===== config.mk =====
export PLATFORM = sky130hd
export DESIGN_NAME = sram_wr_ctl
export DESIGN_NICKNAME = d
export VERILOG_FILES = /design/src/rtl/sram_ctl_pkg.sv /design/src/rtl/sram_wr_fifo.sv /design/src/rtl/sram_wr_ctl.sv
export SDC_FILE = /design/constraint.sdc
export NUM_CORES = 1
export LEC_CHECK = 0
export CELL_PAD_IN_SITES_DETAIL_PLACEMENT = 1
export CELL_PAD_IN_SITES_GLOBAL_PLACEMENT = 2
export CORE_MARGIN = 1.5
export CORE_UTILIZATION = 35
export CTS_BUF_LIST = sky130_fd_sc_hd__clkbuf_4 sky130_fd_sc_hd__clkbuf_8
export DETAILED_ROUTE_END_ITERATION = 12
export PLACE_DENSITY_LB_ADDON = 0.05
export SYNTH_ARGS = -nofsm -noshare
export SYNTH_HDL_FRONTEND = slang
export SYNTH_HIERARCHICAL = 1
export SYNTH_SLANG_ARGS = --single-unit

===== constraint.sdc =====
create_clock -name clk -period 7.29 [get_ports clk]
set_input_delay 0.729 -clock clk [delete_from_list [all_inputs] [get_ports clk]]
set_output_delay 0.729 -clock clk [all_outputs]
set_load 0.01 [all_outputs]

===== src/rtl/sram_ctl_pkg.sv =====
// Shared types for the SRAM write controller: default widths, FSM encoding and
// the request entry layout used at the default widths.
package sram_ctl_pkg;

  localparam int SRAM_DATA_W = 64;
  localparam int SRAM_ADDR_W = 12;
  localparam int SRAM_DES_W  = 4;
  localparam int SRAM_PRI_W  = 3;

  typedef enum logic [1:0] {
    ST_IDLE  = 2'd0,
    ST_ISSUE = 2'd1,
    ST_DONE  = 2'd2
  } wr_state_e;

  typedef struct packed {
    logic [SRAM_PRI_W-1:0]  pri;
    logic [SRAM_DES_W-1:0]  port;
    logic [SRAM_ADDR_W-1:0] addr;
    logic [SRAM_DATA_W-1:0] data;
  } wr_req_t;

endpackage


===== src/rtl/sram_wr_fifo.sv =====
// Request FIFO: storage, wrapping pointers and the registered busy flag that
// stops upstream one entry before the FIFO fills.
module sram_wr_fifo #(
  parameter int WIDTH = 83,
  parameter int DEPTH = 4
) (
  input  logic             clk,
  input  logic             rst_n,
  input  logic             push,
  input  logic [WIDTH-1:0] push_data,
  input  logic             pop,
  output logic [WIDTH-1:0] pop_data,
  output logic             empty,
  output logic             busy
);

  localparam int AW = $clog2(DEPTH);

  logic [AW:0]      wr_ptr_q, wr_ptr_d;
  logic [AW:0]      rd_ptr_q, rd_ptr_d;
  logic [AW:0]      count_d;
  logic             busy_q, busy_d;
  logic             full, push_ok, pop_ok;
  logic [WIDTH-1:0] mem_q [DEPTH];

  assign empty   = (wr_ptr_q == rd_ptr_q);
  assign full    = (wr_ptr_q[AW] != rd_ptr_q[AW]) && (wr_ptr_q[AW-1:0] == rd_ptr_q[AW-1:0]);
  assign push_ok = push && !full;
  assign pop_ok  = pop && !empty;
  assign pop_data = mem_q[rd_ptr_q[AW-1:0]];
  assign busy    = busy_q;

  // busy reflects the occupancy this edge leaves behind, so a push accepted on
  // the edge that raises it still has a free slot.
  always_comb begin
    wr_ptr_d = wr_ptr_q + (AW+1)'(push_ok);
    rd_ptr_d = rd_ptr_q + (AW+1)'(pop_ok);
    count_d  = wr_ptr_d - rd_ptr_d;
    busy_d   = (count_d >= (AW+1)'(DEPTH - 1));
  end

  always_ff @(posedge clk or negedge rst_n) begin
    if (!rst_n) begin
      wr_ptr_q <= '0;
      rd_ptr_q <= '0;
      busy_q   <= 1'b0;
    end else begin
      wr_ptr_q <= wr_ptr_d;
      rd_ptr_q <= rd_ptr_d;
      busy_q   <= busy_d;
    end
  end

  always_ff @(posedge clk) begin
    if (push_ok) mem_q[wr_ptr_q[AW-1:0]] <= push_data;
  end

endmodule


===== src/rtl/sram_wr_ctl.sv =====
// SRAM write controller: queues datasg requests and writes them one word per
// two cycles. Optional byte parity output is enabled by SRAM_WR_PARITY_EN.
module sram_wr_ctl
  import sram_ctl_pkg::*;
#(
  parameter int DATA_WIDTH = SRAM_DATA_W,
  parameter int ADDR_WIDTH = SRAM_ADDR_W,
  parameter int DES_WIDTH  = SRAM_DES_W,
  parameter int PRI_WIDTH  = SRAM_PRI_W,
  parameter int FIFO_DEPTH = 4
) (
  input  logic                  clk,
  input  logic                  rst,
  input  logic                  request,
  input  logic [PRI_WIDTH-1:0]  wr_priority,
  input  logic [DES_WIDTH-1:0]  des_port,
  input  logic [ADDR_WIDTH-1:0] address_write,
  input  logic [DATA_WIDTH-1:0] data_write,
  output logic                  busy,
  output logic                  transfering,
  input  logic                  sram_ready,
  output logic                  sram_we,
  output logic [ADDR_WIDTH-1:0] sram_addr,
  output logic [DATA_WIDTH-1:0] sram_wdata,
`ifdef SRAM_WR_PARITY_EN
  output logic [DATA_WIDTH/8-1:0] sram_wpar,
`endif
  output logic                  wr_done,
  output logic [DES_WIDTH-1:0]  done_port,
  output logic [PRI_WIDTH-1:0]  done_priority,
  output logic [15:0]           wr_count,
  output wr_state_e             dbg_state
);

  localparam int ENTRY_W = PRI_WIDTH + DES_WIDTH + ADDR_WIDTH + DATA_WIDTH;

  // Handshake: a request is taken on any rising edge where request=1 and
  // busy=0; while busy=1 upstream must hold request and its fields stable.
  logic                  push, pop, fifo_empty;
  logic [ENTRY_W-1:0]    head;
  logic [PRI_WIDTH-1:0]  head_pri;
  logic [DES_WIDTH-1:0]  head_port;
  logic [ADDR_WIDTH-1:0] head_addr;
  logic [DATA_WIDTH-1:0] head_data;

  wr_state_e             state_q, state_d;
  logic                  sram_we_q, sram_we_d;
  logic                  wr_done_q, wr_done_d;
  logic                  transfering_q, transfering_d;
  logic [ADDR_WIDTH-1:0] addr_q, addr_d;
  logic [DATA_WIDTH-1:0] wdata_q, wdata_d;
  logic [DES_WIDTH-1:0]  iss_port_q, iss_port_d, done_port_q, done_port_d;
  logic [PRI_WIDTH-1:0]  iss_pri_q, iss_pri_d, done_pri_q, done_pri_d;
  logic [15:0]           wr_count_q, wr_count_d;

  assign push = request && !busy;
  assign {head_pri, head_port, head_addr, head_data} = head;

  sram_wr_fifo #(
    .WIDTH (ENTRY_W),
    .DEPTH (FIFO_DEPTH)
  ) u_fifo (
    .clk       (clk),
    .rst_n     (rst),
    .push      (push),
    .push_data ({wr_priority, des_port, address_write, data_write}),
    .pop       (pop),
    .pop_data  (head),
    .empty     (fifo_empty),
    .busy      (busy)
  );

  always_comb begin
    state_d     = state_q;
    pop         = 1'b0;
    sram_we_d   = 1'b0;
    wr_done_d   = 1'b0;
    addr_d      = addr_q;
    wdata_d     = wdata_q;
    iss_port_d  = iss_port_q;
    iss_pri_d   = iss_pri_q;
    done_port_d = done_port_q;
    done_pri_d  = done_pri_q;
    wr_count_d  = wr_count_q;
    case (state_q)
      ST_IDLE, ST_DONE: begin
        if (!fifo_empty && sram_ready) begin
          pop        = 1'b1;
          state_d    = ST_ISSUE;
          sram_we_d  = 1'b1;
          addr_d     = head_addr;
          wdata_d    = head_data;
          iss_port_d = head_port;
          iss_pri_d  = head_pri;
        end else begin
          state_d = ST_IDLE;
        end
      end
      ST_ISSUE: begin
        state_d     = ST_DONE;
        wr_done_d   = 1'b1;
        done_port_d = iss_port_q;
        done_pri_d  = iss_pri_q;
        wr_count_d  = wr_count_q + 16'd1;
      end
      default: state_d = ST_IDLE;
    endcase
    transfering_d = (state_d != ST_IDLE);
  end

  always_ff @(posedge clk or negedge rst) begin
    if (!rst) begin
      state_q       <= ST_IDLE;
      sram_we_q     <= 1'b0;
      wr_done_q     <= 1'b0;
      transfering_q <= 1'b0;
      addr_q        <= '0;
      wdata_q       <= '0;
      iss_port_q    <= '0;
      iss_pri_q     <= '0;
      done_port_q   <= '0;
      done_pri_q    <= '0;
      wr_count_q    <= '0;
    end else begin
      state_q       <= state_d;
      sram_we_q     <= sram_we_d;
      wr_done_q     <= wr_done_d;
      transfering_q <= transfering_d;
      addr_q        <= addr_d;
      wdata_q       <= wdata_d;
      iss_port_q    <= iss_port_d;
      iss_pri_q     <= iss_pri_d;
      done_port_q   <= done_port_d;
      done_pri_q    <= done_pri_d;
      wr_count_q    <= wr_count_d;
    end
  end

`ifdef SRAM_WR_PARITY_EN
  logic [DATA_WIDTH/8-1:0] wpar_q, wpar_d;

  // Even parity per byte: the parity bit makes each byte plus its bit even.
  always_comb begin
    wpar_d = wpar_q;
    if (pop) begin
      for (int i = 0; i < DATA_WIDTH/8; i++) wpar_d[i] = ^head_data[i*8 +: 8];
    end
  end

  always_ff @(posedge clk or negedge rst) begin
    if (!rst) wpar_q <= '0;
    else      wpar_q <= wpar_d;
  end

  assign sram_wpar = wpar_q;
`endif

  assign sram_we       = sram_we_q;
  assign wr_done       = wr_done_q;
  assign transfering   = transfering_q;
  assign sram_addr     = addr_q;
  assign sram_wdata    = wdata_q;
  assign done_port     = done_port_q;
  assign done_priority = done_pri_q;
  assign wr_count      = wr_count_q;
  assign dbg_state     = state_q;

endmodule


== Word level (Yosys, flattened, before mapping) ==
Memories as Yosys holds them, arrays and structs flattened. A register that Yosys moved wholly into a read port is not among the register bits.
Index checks and enable logic that the tools add are counted.

* Register bits: 35
* Memory bits (writable): 332
* Input bits: 87
* Output and inout bits: 105
* Logic and storage cells: 41
* Memories: 1

* Add/sub/neg operators: 4
* Magnitude comparators: 1
* Equal/unequal tests: 5
* Muxes and demuxes: 7
* Reductions and logical operators: 13

{| class="wikitable"
|+ Memory list
! memory !! words !! width !! read ports !! clocked after memory_dff !! write ports !! RTL line !! RTL
|-
| u_fifo.mem_q || 4 || 83 || 1 || 1 || 1 || sram_wr_fifo.sv:24 || <nowiki>logic [WIDTH-1:0] mem_q [DEPTH];</nowiki>
|}

{| class="wikitable"
|+ Operators with widths
! kind !! number
|-
| $add 16x1->16 const B || 1
|-
| $add 3x1->3 || 2
|-
| $mux 1 || 6
|-
| $logic_and 1x1->1 || 5
|-
| $logic_not 1->1 || 4
|-
| $pmux 2 s2 || 1
|-
| $eq 3x3->1 || 1
|-
| $ge 3x2->1 const B || 1
|-
| $sub 3x3->3 || 1
|-
| $eq 2x1->1 const B || 1
|-
| $eq 2x2->1 || 1
|-
| $eq 2x2->1 const B || 1
|-
| $logic_not 2->1 || 1
|-
| $reduce_and 2->1 || 1
|-
| $reduce_bool 2->1 || 1
|-
| $reduce_or 2->1 || 1
|-
| $ne 1x1->1 || 1
|}

== Depth between registers and ports, before layout ==
Gate-level depths: netlist of run 1.

* Depth in word-level cells: 9
* Gate-level depth with buffers: 11
* Gate-level depth less buffers: 9

== Hierarchy ==
The synthesis of run 1 kept the hierarchy.

{| class="wikitable"
|+ Modules (own cells, without submodules)
! module !! times used !! cells an instance !! area each (um2) !! sequential area each (um2)
|-
| sram_wr_fifo || 1 || 463 || 12,373.1 || 10,144.7
|-
| sram_wr_ctl || 1 || 276 || 4,162.7 || 2,727.6
|}

== Worst setup path before layout of run 1 ==
OpenSTA, ideal clock, no wires.

* Kind: input -> register
* From: input port request
* To: memory u_fifo.mem_q[2][0] (enable)
* Library setup time: 0.643 ns
* Arrival time: 7.042 ns
* Required time: 6.647 ns
* Path slack: -0.395 ns
* Cell stages on the path: 3
* Path buffers: 0
* Path through: nor2b_1 -> o31ai_2 -> nor3b_1

* Longest elaborated chain between the ends: 4

{| class="wikitable"
|+ RTL lines
! item !! RTL line !! RTL
|-
| start, declared || sram_wr_ctl.sv:14 || <nowiki>input logic request,</nowiki>
|-
| $logic_and 1x1->1 || sram_wr_ctl.sv:56 || <nowiki>assign push = request && !busy;</nowiki>
|-
| $logic_and 1x1->1 || sram_wr_fifo.sv:28 || <nowiki>assign push_ok = push && !full;</nowiki>
|-
| $mux 1 || sram_wr_fifo.sv:55 || <nowiki>if (push_ok) mem_q[wr_ptr_q[AW-1:0]] <= push_data;</nowiki>
|-
| $mux 1 (not written as such) || sram_wr_fifo.sv:55 ||
|-
| end, declared || sram_wr_fifo.sv:24 ||
|}

Every way passes these cells.

== Worst setup path in the final report of run 1 ==
* From: register u_fifo.rd_ptr_q[1]
* To: register u_fifo.busy_q (netlist: u_fifo/busy)

* Elaborated cells between the ends (all ways): 14
* Classes of those cells: add/sub (3); order compare (1); eq/ne (2); mux (2); reduce/logical (6)

{| class="wikitable"
|+ RTL lines
! item !! RTL line !! RTL
|-
| start, declared || sram_wr_fifo.sv:20 || <nowiki>logic [AW:0] rd_ptr_q, rd_ptr_d;</nowiki>
|-
| start signal, assigned || sram_wr_fifo.sv:49 || <nowiki>rd_ptr_q <= rd_ptr_d;</nowiki>
|-
| $eq 2x2->1 || sram_wr_fifo.sv:27 || <nowiki>assign full = (wr_ptr_q[AW] != rd_ptr_q[AW]) && (wr_ptr_q[AW-1:0] == rd_ptr_q[AW-1:0]);</nowiki>
|-
| $logic_and 1x1->1 || sram_wr_fifo.sv:27 ||
|-
| $logic_not 1->1 || sram_wr_fifo.sv:28 ||
|-
| $logic_and 1x1->1 || sram_wr_fifo.sv:28 ||
|-
| $add 3x1->3 || sram_wr_fifo.sv:36 || <nowiki>wr_ptr_d = wr_ptr_q + (AW+1)'(push_ok);</nowiki>
|-
| via u_fifo.wr_ptr_d[1] || sram_wr_fifo.sv:19 || <nowiki>logic [AW:0] wr_ptr_q, wr_ptr_d;</nowiki>
|-
| $sub 3x3->3 || sram_wr_fifo.sv:38 || <nowiki>count_d = wr_ptr_d - rd_ptr_d;</nowiki>
|-
| $ge 3x2->1 || sram_wr_fifo.sv:39 || <nowiki>busy_d = (count_d >= (AW+1)'(DEPTH - 1));</nowiki>
|-
| via u_fifo.busy_d || sram_wr_fifo.sv:22 || <nowiki>logic busy_q, busy_d;</nowiki>
|-
| end signal, assigned || sram_wr_fifo.sv:50 || <nowiki>busy_q <= busy_d;</nowiki>
|-
| end, declared || sram_wr_fifo.sv:22 ||
|}

The timed path passes the listed nets, and every way through them passes these cells.
A chain may end at the register's enable or synchronous reset.

==> flow_summary.json, run 1 <==
{
  "status": "complete, no violations",
  "ys_warn_count": 6,
  "synth_commonest_cells": "edfxtp_1, dfrtp_1, mux4_2",
  "final.setup.tns_ps": 0,
  "ios": 192,
  "r2r_slack_ps": 3870,
  "hpwl_um": 21300,
  "period_needed_ps": 3420,
  "via_per_inst": 4.81,
  "comb_power_share_pct": 28.7,
  "tightestPinTransition_ps": 1040,
  "pre_cts_slack_ps": 3750,
  "hold_buffers": 0,
  "drtIter0Drc": 320,
  "setup_violations": 0,
  "holdCritPathClass": "in -> async",
  "yosysTopAreaCell": "edfxtp_1",
  "crit_end": "u_fifo/busy",
  "drive_above_1_share_pct": 26.0,
  "timing.max_cap.violations": 0,
  "p_seq_share_pct": 44.1,
  "htree_levels": 3,
  "setup_ws_ps": 3870,
  "vias": 8005,
  "multiInputGateArea_um2": 3460,
  "dieArea_um2": 48600,
  "path_buf_inv": 2,
  "crit_chain": "xor2_1 > o31ai_2 > inv_1 > ha_1 > ha_1 > inv_1 > fa_1 > xnor3_1 > o21ai_0",
  "rsz0062_at_grt": "false",
  "clock-skew-final_ps": 22.2,
  "nFillCells": 4359,
  "worstSkewPairLatency_ps": 630,
  "crit_arrival_ps": 3900,
  "die_y_um": 220,
  "tritoncts": "done",
  "wl_per_cell_um": 22.2,
  "cts_buffer_depth": 3,
  "synth_edf_count": 332,
  "p_clk_share_pct": 27.2,
  "synthFlopType": "edfxtp_1",
  "leakage_uw": 0.00720,
  "synth_top_area_share_pct": 60.3,
  "required_ps": 7770,
  "p_sw_uw": 2410,
  "r2r-end": "u_fifo/busy",
  "postSynthCellCount": 739,
  "ys_types": 34,
  "regArea_um2": 12900,
  "synth_area_per_cell_um2": 22.4,
  "synthArstFlopShare_pct": 25.9,
  "initial_core_util_pct": 35.5,
  "core_area_um2": 46600,
  "netlist_area_um2": 16500,
  "ys_ff_latch": 448,
  "utilization_pct": 44.5,
  "drt-total-wl_um": 37000,
  "crit_cells": 9,
  "die_x_um": 220,
  "critPathTopFamily": "adder cells",
  "area_growth_pct": 25.2,
  "track_usage_pct": 15.9,
  "port_buffers": 191,
  "cp_slowest_cell": "dfrtp_4",
  "first_pass_iters": 4,
  "routabilityCongestion": 0.698,
  "start_kind": "register",
  "whs_ps": 108,
  "yosys-top-cells-area": "edfxtp_1, dfrtp_1, mux4_2",
  "powerDensity_nw_per_um2": 403,
  "design_area_um2": 20700,
  "ant_nets": 0,
  "cp-startpoint": "u_fifo/rd_ptr_q[1]",
  "slowest_delay_ps": 820,
  "post_cts_resized": 0,
  "cp-end-kind": "register",
  "grt_remaining_overflow": 0,
  "worstSetupPathType": "reg -> reg",
  "synth.most_common_cell": "edfxtp_1",
  "ff2ff_path_depth": 9,
  "grt_max_degree": 63,
  "switching_share_pct": 28.9,
  "placed_cell_area_um2": 19100,
  "synth_seq_area_share_pct": 77.8,
  "r2r-start": "u_fifo/rd_ptr_q[1]",
  "rows": 79,
  "max_clock_freq_mhz": 292,
  "min_period_over_period_pct": 46.9,
  "grt_antenna_before_repair": 4,
  "postCtsSetupBuffers": 0,
  "cts_buffers": 77,
  "p_int_uw": 5930,
  "grt_pass1_wl_um": 56200,
  "clock-root-buffer": "clkbuf_8",
  "clkSinkCount": 448,
  "drv_slew": 0,
  "route.detailed.drc": 0,
  "layout.nets": 1086,
  "syn_nets": 833,
  "ir_drop_v": 0.000167,
  "grt_pass1_vias": 9175,
  "clk_pin_slew_ps": 60,
  "max-slew-margin-rel_pct": 30.4,
  "worstPathMaxFanout": 35,
  "hold_viol_final": 0
}
stage by stage:
stage / cells / total power, uW
final: 1665 / 8340
after global routing: 1663 / 8830
after CTS: 1663 / 8550
after detailed placement: 1520 / 6210
after global placement: 1520 / 6130
after floorplan: 739 / 5130
state kept, by name, indices dropped and copies added (netlist names), 4 cells and up:
name	cells
wr_count	16
sram_wdata	64
sram_addr	12
u_fifo/mem_q	332
iss_port_q	4
done_port	4
power by group through the flow:
| stage | registers, uW | clock network (uW) | logic, uW |
|---|---|---|---|
| after floorplan | 3700 | 0 | 1430 |
| after global placement | 3710 | 0 | 2420 |
| after detailed placement | 3740 | 0 | 2470 |
| after CTS | 3700 | 2370 | 2480 |
| after global routing | 3750 | 2470 | 2620 |
| final | 3670 | 2270 | 2400 |
final cells by class:
type | instances | share of cell area (%)
Antenna cell | 2 | 0.0242
Inverter | 5 | 0.0906
Multi-Input combinational cell | 256 | 16.7
Tap cell | 607 | 3.67
Sequential cell | 448 | 62.2
Clock buffer | 119 | 7.03
Timing Repair Buffer | 204 | 9.71
Clock inverter | 24 | 0.562
worst min-delay path by stage:
stage | slack [ps] | end | startpoint
final | 110 | sram_wdata[29] | rst
after CTS | 80 | sram_wdata[34] | rst
after global routing | 120 | sram_wdata[34] | rst
after detailed placement | 460 | done_port[0] | iss_port_q[0]
after global placement | 450 | done_port[1] | iss_port_q[1]
after floorplan | 430 | dbg_state[0] | rst
placed cells by master, fill, tap and decap left out, types with 2 or more instances in the layout:
cell type	count
nor2_1	3
mux2_2	35
dfrtp_4	2
inv_1	4
mux4_2	83
clkinv_1	13
clkinv_2	8
clkbuf_4	29
clkdlybuf4s50_1	190
nor2b_1	2
dfrtp_1	114
nand2_1	33
diode_2	2
nand4_1	3
xor2_1	7
ha_1	6
edfxtp_1	332
clkinvlp_4	3
xnor2_1	13
buf_4	13
mux2_1	48
nand3_1	5
nor3b_4	3
nor3_1	2
clkbuf_8	90
cells by family after synthesis:
kind of cell	share of synthesized area [%]
muxes	17.0
xor gates and xnor gates	1.20
and+or+nand+nor	1.88
DFF	77.8
AOI/OAI and AO/OA	0.106
buffers and inverters	1.45
adders and majority gates	0.575
routing by layer:
layer | vias to the layer above | track usage, % | share of wire (%)
met1 | 4260 | 19.5 | 41
li1 | 3480 | - | -
met5 | - | 0 | 0.097
met2 | 196 | 26.8 | 51
met3 | 63 | 4.21 | 5.6
met4 | 6 | 6.26 | 2.2
Note: power is estimated with default switching activity, not from simulation.
==> inputs of run 2 (changes only) <==
==> constraint.sdc (replaced) <==
create_clock -name clk -period 3.4 [get_ports clk]
set_input_delay 0.34 -clock clk [delete_from_list [all_inputs] [get_ports clk]]
set_output_delay 0.34 -clock clk [all_outputs]
set_load 0.01 [all_outputs]
==> run 2 against run 1 <==
Compared with the run above: largest power group unchanged; highest routed layer unchanged; sequential power up 110%; utilization up 0.37 points; flip-flop and latch count is the same; critical path depth is the same; combinational power increased by 130%; register-to-register slack worse by 3500 ps; final cell count grew 0.24%; die area unchanged.
==> flow_summary.json, run 2 (same netlist as run 1, synthesis figures left out) <==
{
  "status": "complete, no violations",
  "rsz0062_at_grt": "false",
  "hpwl_um": 20400,
  "drtIter0Drc": 312,
  "drive_above_1_share_pct": 26.6,
  "post_cts_resized": 0,
  "route.detailed.drc": 0,
  "initial_core_util_pct": 35.5,
  "ant_nets": 0,
  "htree_levels": 3,
  "antennaDiodeCount": 0,
  "required_ps": 3910,
  "max_clock_freq_mhz": 332,
  "dieArea_um2": 48600,
  "ir_drop_v": 0.000544,
  "clk_pin_slew_ps": 60,
  "setup_ws_ps": 392,
  "drt-total-wl_um": 37200,
  "timing.max_cap.violations": 0,
  "die_x_um": 220,
  "core_area_um2": 46600,
  "tightestPinTransition_ps": 777,
  "wl_per_cell_um": 22.3,
  "powerDensity_nw_per_um2": 868,
  "start_kind": "register",
  "track_usage_pct": 16.0,
  "worstPathMaxFanout": 4,
  "cts_buffer_depth": 3,
  "drv_slew": 0,
  "grt_max_degree": 86,
  "largest_reg_flops": 332,
  "period_needed_ps": 3010,
  "grt_pass1_vias": 9364,
  "leakage_uw": 0.00726,
  "pre_cts_slack_ps": 408,
  "grt_antenna_before_repair": 5,
  "ios": 192,
  "clock-skew-final_ps": 26.4,
  "first_pass_iters": 4,
  "worstSkewPairLatency_ps": 630,
  "holdCritPathClass": "in -> async",
  "vias": 8041,
  "worstSetupPathType": "reg -> reg",
  "r2r_slack_ps": 390,
  "port_buffers": 191,
  "clock-root-buffer": "clkbuf_8",
  "final_cell_mix": "edfxtp_1, clkdlybuf4s50_1, dfrtp_1",
  "postCtsSetupBuffers": 0,
  "layout.nets": 1092,
  "tritoncts": "done",
  "layout_commonest_cell": "edfxtp_1",
  "rows": 79,
  "grt_remaining_overflow": 0,
  "hold_viol_final": 0,
  "cts_buffers": 78,
  "setup_violations": 0,
  "cp-end-kind": "register",
  "max-slew-margin-rel_pct": 48.2,
  "min_period_over_period_pct": 88.5,
  "clkSinkCount": 448,
  "routabilityCongestion": 0.719,
  "via_per_inst": 4.82,
  "final.setup.tns_ps": 0,
  "die_y_um": 220,
  "area_growth_pct": 26.3,
  "hold_buffers": 1,
  "grt_pass1_wl_um": 56800,
  "crit_arrival_ps": 3520
}
[run 2: worst paths after layout]
check / startpoint / endpoint / cells past startpoint
setup / recovery: u_fifo/rd_ptr_q[1] / u_fifo/busy / 9
hold / removal: rst / sram_wdata[14] / 2
setup reg to reg: u_fifo/rd_ptr_q[1] / u_fifo/busy / 9
hold reg to reg: iss_pri_q[1] / done_priority[1] / 2
max in group asynchronous: rst / sram_wdata[31] / 3
min in group clk: wr_priority[2] / u_fifo/mem_q[0][82] / 1
[run 2: stage by stage]
| stage | instances | power (uW) | utilization, % | hold WS (ps) | cell area [um^2] |
|---|---|---|---|---|---|
| 3_5_place_dp | 1524 | 13400 | 41.4 | 435 | 19300 |
| 5_1_grt | 1669 | 19200 | 44.8 | 295 | 20900 |
| 4_1_cts | 1669 | 18600 | 44.8 | 251 | 20900 |
| 2_1_floorplan | 739 | 11000 | - | 44.4 | 16600 |
| 6_report | 1669 | 18100 | 44.8 | 308 | 20900 |
| 3_3_place_gp | 1524 | 13200 | 41.4 | 419 | 19300 |
[run 2: report_power, final]
group	total (uW)	switching (uW)	internal [uW]
Sequential	7690	556	7130
Clock	5020	2150	2870
Combinational	5410	2490	2920
[run 2: cell type report]
cell class / count / area [um^2]
Clock inverter: 24 / 165
Sequential cell: 448 / 12900
Fill cell: 4312 / 25700
Inverter: 5 / 18.8
Multi-Input combinational cell: 256 / 3480
Tap cell: 607 / 759
Clock buffer: 120 / 1450
Timing Repair Buffer: 209 / 2130
[run 2: layer usage]
metal,up-vias,track usage (%),part of all wire [%],wire [um]
li1,3483,-,-,-
met1,4295,19.8,42,15500
met2,187,26.5,50,18600
met3,68,4.89,6.1,2270
met4,8,6.19,2.2,826
met5,-,0,0.13,49
[run 2: worst max-delay path, cell delays in order (launching register included)]
cell and delay (ps):
dfrtp_4 490, xor2_2 190, o31ai_2 650, inv_1 160
ha_1 230, ha_1 290, inv_1 60, fa_1 380
xnor3_1 360, o21ai_0 70
==> inputs of run 3 (changes only) <==
--- a/config.mk
+++ b/config.mk
@@ -5,6 +5,7 @@
 export SDC_FILE = /design/constraint.sdc
 export NUM_CORES = 1
 export LEC_CHECK = 0
+export ABC_CLOCK_PERIOD_IN_PS = 3100
 export CELL_PAD_IN_SITES_DETAIL_PLACEMENT = 1
 export CELL_PAD_IN_SITES_GLOBAL_PLACEMENT = 2
 export CORE_MARGIN = 1.5
==> constraint.sdc (replaced) <==
create_clock -name clk -period 3.1 [get_ports clk]
set_input_delay 0.31 -clock clk [delete_from_list [all_inputs] [get_ports clk]]
set_output_delay 0.31 -clock clk [all_outputs]
set_load 0.01 [all_outputs]
==> run 3 against run 2 <==
Compared with the run above: final cell count up 0.30%; sequential share of layout area is 0.27 points lower; die area is the same; total power is 9.9% higher; utilization increased by 0.19 points; count of clock-buffer cells in the layout up 6; critical path type unchanged; largest cell class unchanged; highest routed layer unchanged.
==> flow_summary.json, run 3 (same netlist as run 1, synthesis figures left out) <==
{
  "status": "complete, no violations",
  "dieArea_um2": 48600,
  "die_y_um": 220,
  "hold_viol_final": 0,
  "tritoncts": "done",
  "clk_pin_slew_ps": 60,
  "area_growth_pct": 26.8,
  "drive_above_1_share_pct": 27.0,
  "postCtsSetupBuffers": 0,
  "tightestPinTransition_ps": 938,
  "layout_commonest_cell": "edfxtp_1",
  "port_buffers": 191,
  "drt-total-wl_um": 37100,
  "min_period_over_period_pct": 90.5,
  "p_seq_share_pct": 42.3,
  "crit_arrival_ps": 3330,
  "switching_share_pct": 28.6,
  "holdCritPathClass": "in -> async",
  "cts_buffers": 78,
  "clock-root-buffer": "clkbuf_8",
  "comb_power_share_pct": 30.1,
  "clkSinkCount": 448,
  "initial_core_util_pct": 35.5,
  "powerDensity_nw_per_um2": 949,
  "htree_levels": 3,
  "track_usage_pct": 16.1,
  "rows": 79,
  "grt_remaining_overflow": 0,
  "grt_pass1_vias": 9417,
  "routabilityCongestion": 0.697,
  "drtIter0Drc": 310,
  "period_needed_ps": 2810,
  "final_cells": 1674,
  "setup_violations": 0,
  "grt_max_degree": 86,
  "final_cell_mix": "edfxtp_1, clkdlybuf4s50_1, dfrtp_1",
  "wl_per_cell_um": 22.2,
  "p_sw_uw": 5700,
  "worstPathMaxFanout": 2,
  "ant_nets": 0,
  "worstSkewPairLatency_ps": 650,
  "largest_reg_flops": 332,
  "max-slew-margin-rel_pct": 37.5,
  "ios": 192,
  "drv_slew": 0,
  "vias": 8106,
  "via_per_inst": 4.84,
  "p_int_uw": 14200,
  "cp-end-kind": "register",
  "pre_cts_slack_ps": 129,
  "hpwl_um": 20900,
  "timing.max_cap.violations": 0,
  "cts_buffer_depth": 3,
  "die_x_um": 220,
  "required_ps": 3630,
  "core_area_um2": 46600,
  "final.setup.tns_ps": 0,
  "p_clk_share_pct": 27.6,
  "setup_ws_ps": 295,
  "worstSetupPathType": "reg -> reg",
  "ir_drop_v": 0.000507,
  "dp.cells": 1524,
  "grt_pass1_wl_um": 56800,
  "rsz0062_at_grt": "false",
  "clock-skew-final_ps": 28.8,
  "leakage_uw": 0.00730,
  "first_pass_iters": 4,
  "layout.nets": 1093,
  "start_kind": "register",
  "max_clock_freq_mhz": 356,
  "grt_antenna_before_repair": 5,
  "route.detailed.drc": 0
}
run 3: changes by cell type in the layout (fill, tap and decap cells not counted), moves of 2 or more:
cell and delta:
buf_12 +4, clkbuf_4 +4, clkbuf_8 +2, buf_4 -4, clkinv_1 -2, diode_2 +2
run 3: stage by stage:
stage | power [uW] | hold slack, ps | util (%) | area, um^2
6_report | 19900 | 270 | 45.0 | 21000
5_1_grt | 21100 | 272 | 45.0 | 21000
4_1_cts | 20400 | 228 | 45.0 | 21000
3_5_place_dp | 14700 | 107 | 41.5 | 19300
3_3_place_gp | 14500 | 108 | 41.5 | 19300
2_1_floorplan | 12100 | 14.4 | - | 16600
run 3: worst paths after layout:
kind	start	to	slack [ps]	cells past startpoint
min in group clk	wr_priority[0]	u_fifo/mem_q[2][80]	300	1
max reg2reg	u_fifo/rd_ptr_q[1]	u_fifo/busy	290	9
max	u_fifo/rd_ptr_q[1]	u_fifo/busy	290	9
min reg2reg	iss_port_q[3]	done_port[3]	460	2
max in group asynchronous	rst	sram_wdata[49]	2170	3
min	rst	sram_wdata[0]	270	3
run 3: timing repair:
item                                    4_1_cts  5_1_grt
hold buffers                                  2        0
gates resized for setup                       0        1
endpoints found under the hold margin       116        0
endpoints found under the setup margin        0        1
run 3: routing by layer:
metal | track usage, % | part of all wire, % | vias to the layer above
met2 | 27.0 | 50 | 218
met4 | 6.92 | 2.6 | 6
li1 | - | - | 3488
met1 | 19.4 | 41 | 4315
met3 | 4.54 | 6.1 | 79
met5 | 0 | 0.092 | -
run 3: cell type report:
type                    count  area (um^2)
clock buffers             126         1510
flip-flops and latches    448        12900
inverters                   5         18.8
repair buffers            210         2190
clock inverters            20          120
diodes                      2         5.00
well taps                 607          759
fillers                  4293        25600
multi-input cells         256         3490
run 3: worst max-delay path, stage by stage, from the launching register on:
cell     delay [ps]
dfrtp_4         490
xor2_2          200
nor3b_2         320
nor3b_4          90
nor2b_1         140
ha_1            190
ha_1            320
fa_1            450
xnor3_1         390
o21ai_0          80
run 3: power groups by stage:
stage               registers (uW)  clock network (uW)  logic [uW]
finish                        8420                5490        5990
global route                  8580                5960        6550
CTS                           8460                5720        6190
detailed placement            8570                   0        6160
global placement              8480                   0        6020
floorplan                     8690                   0        3390
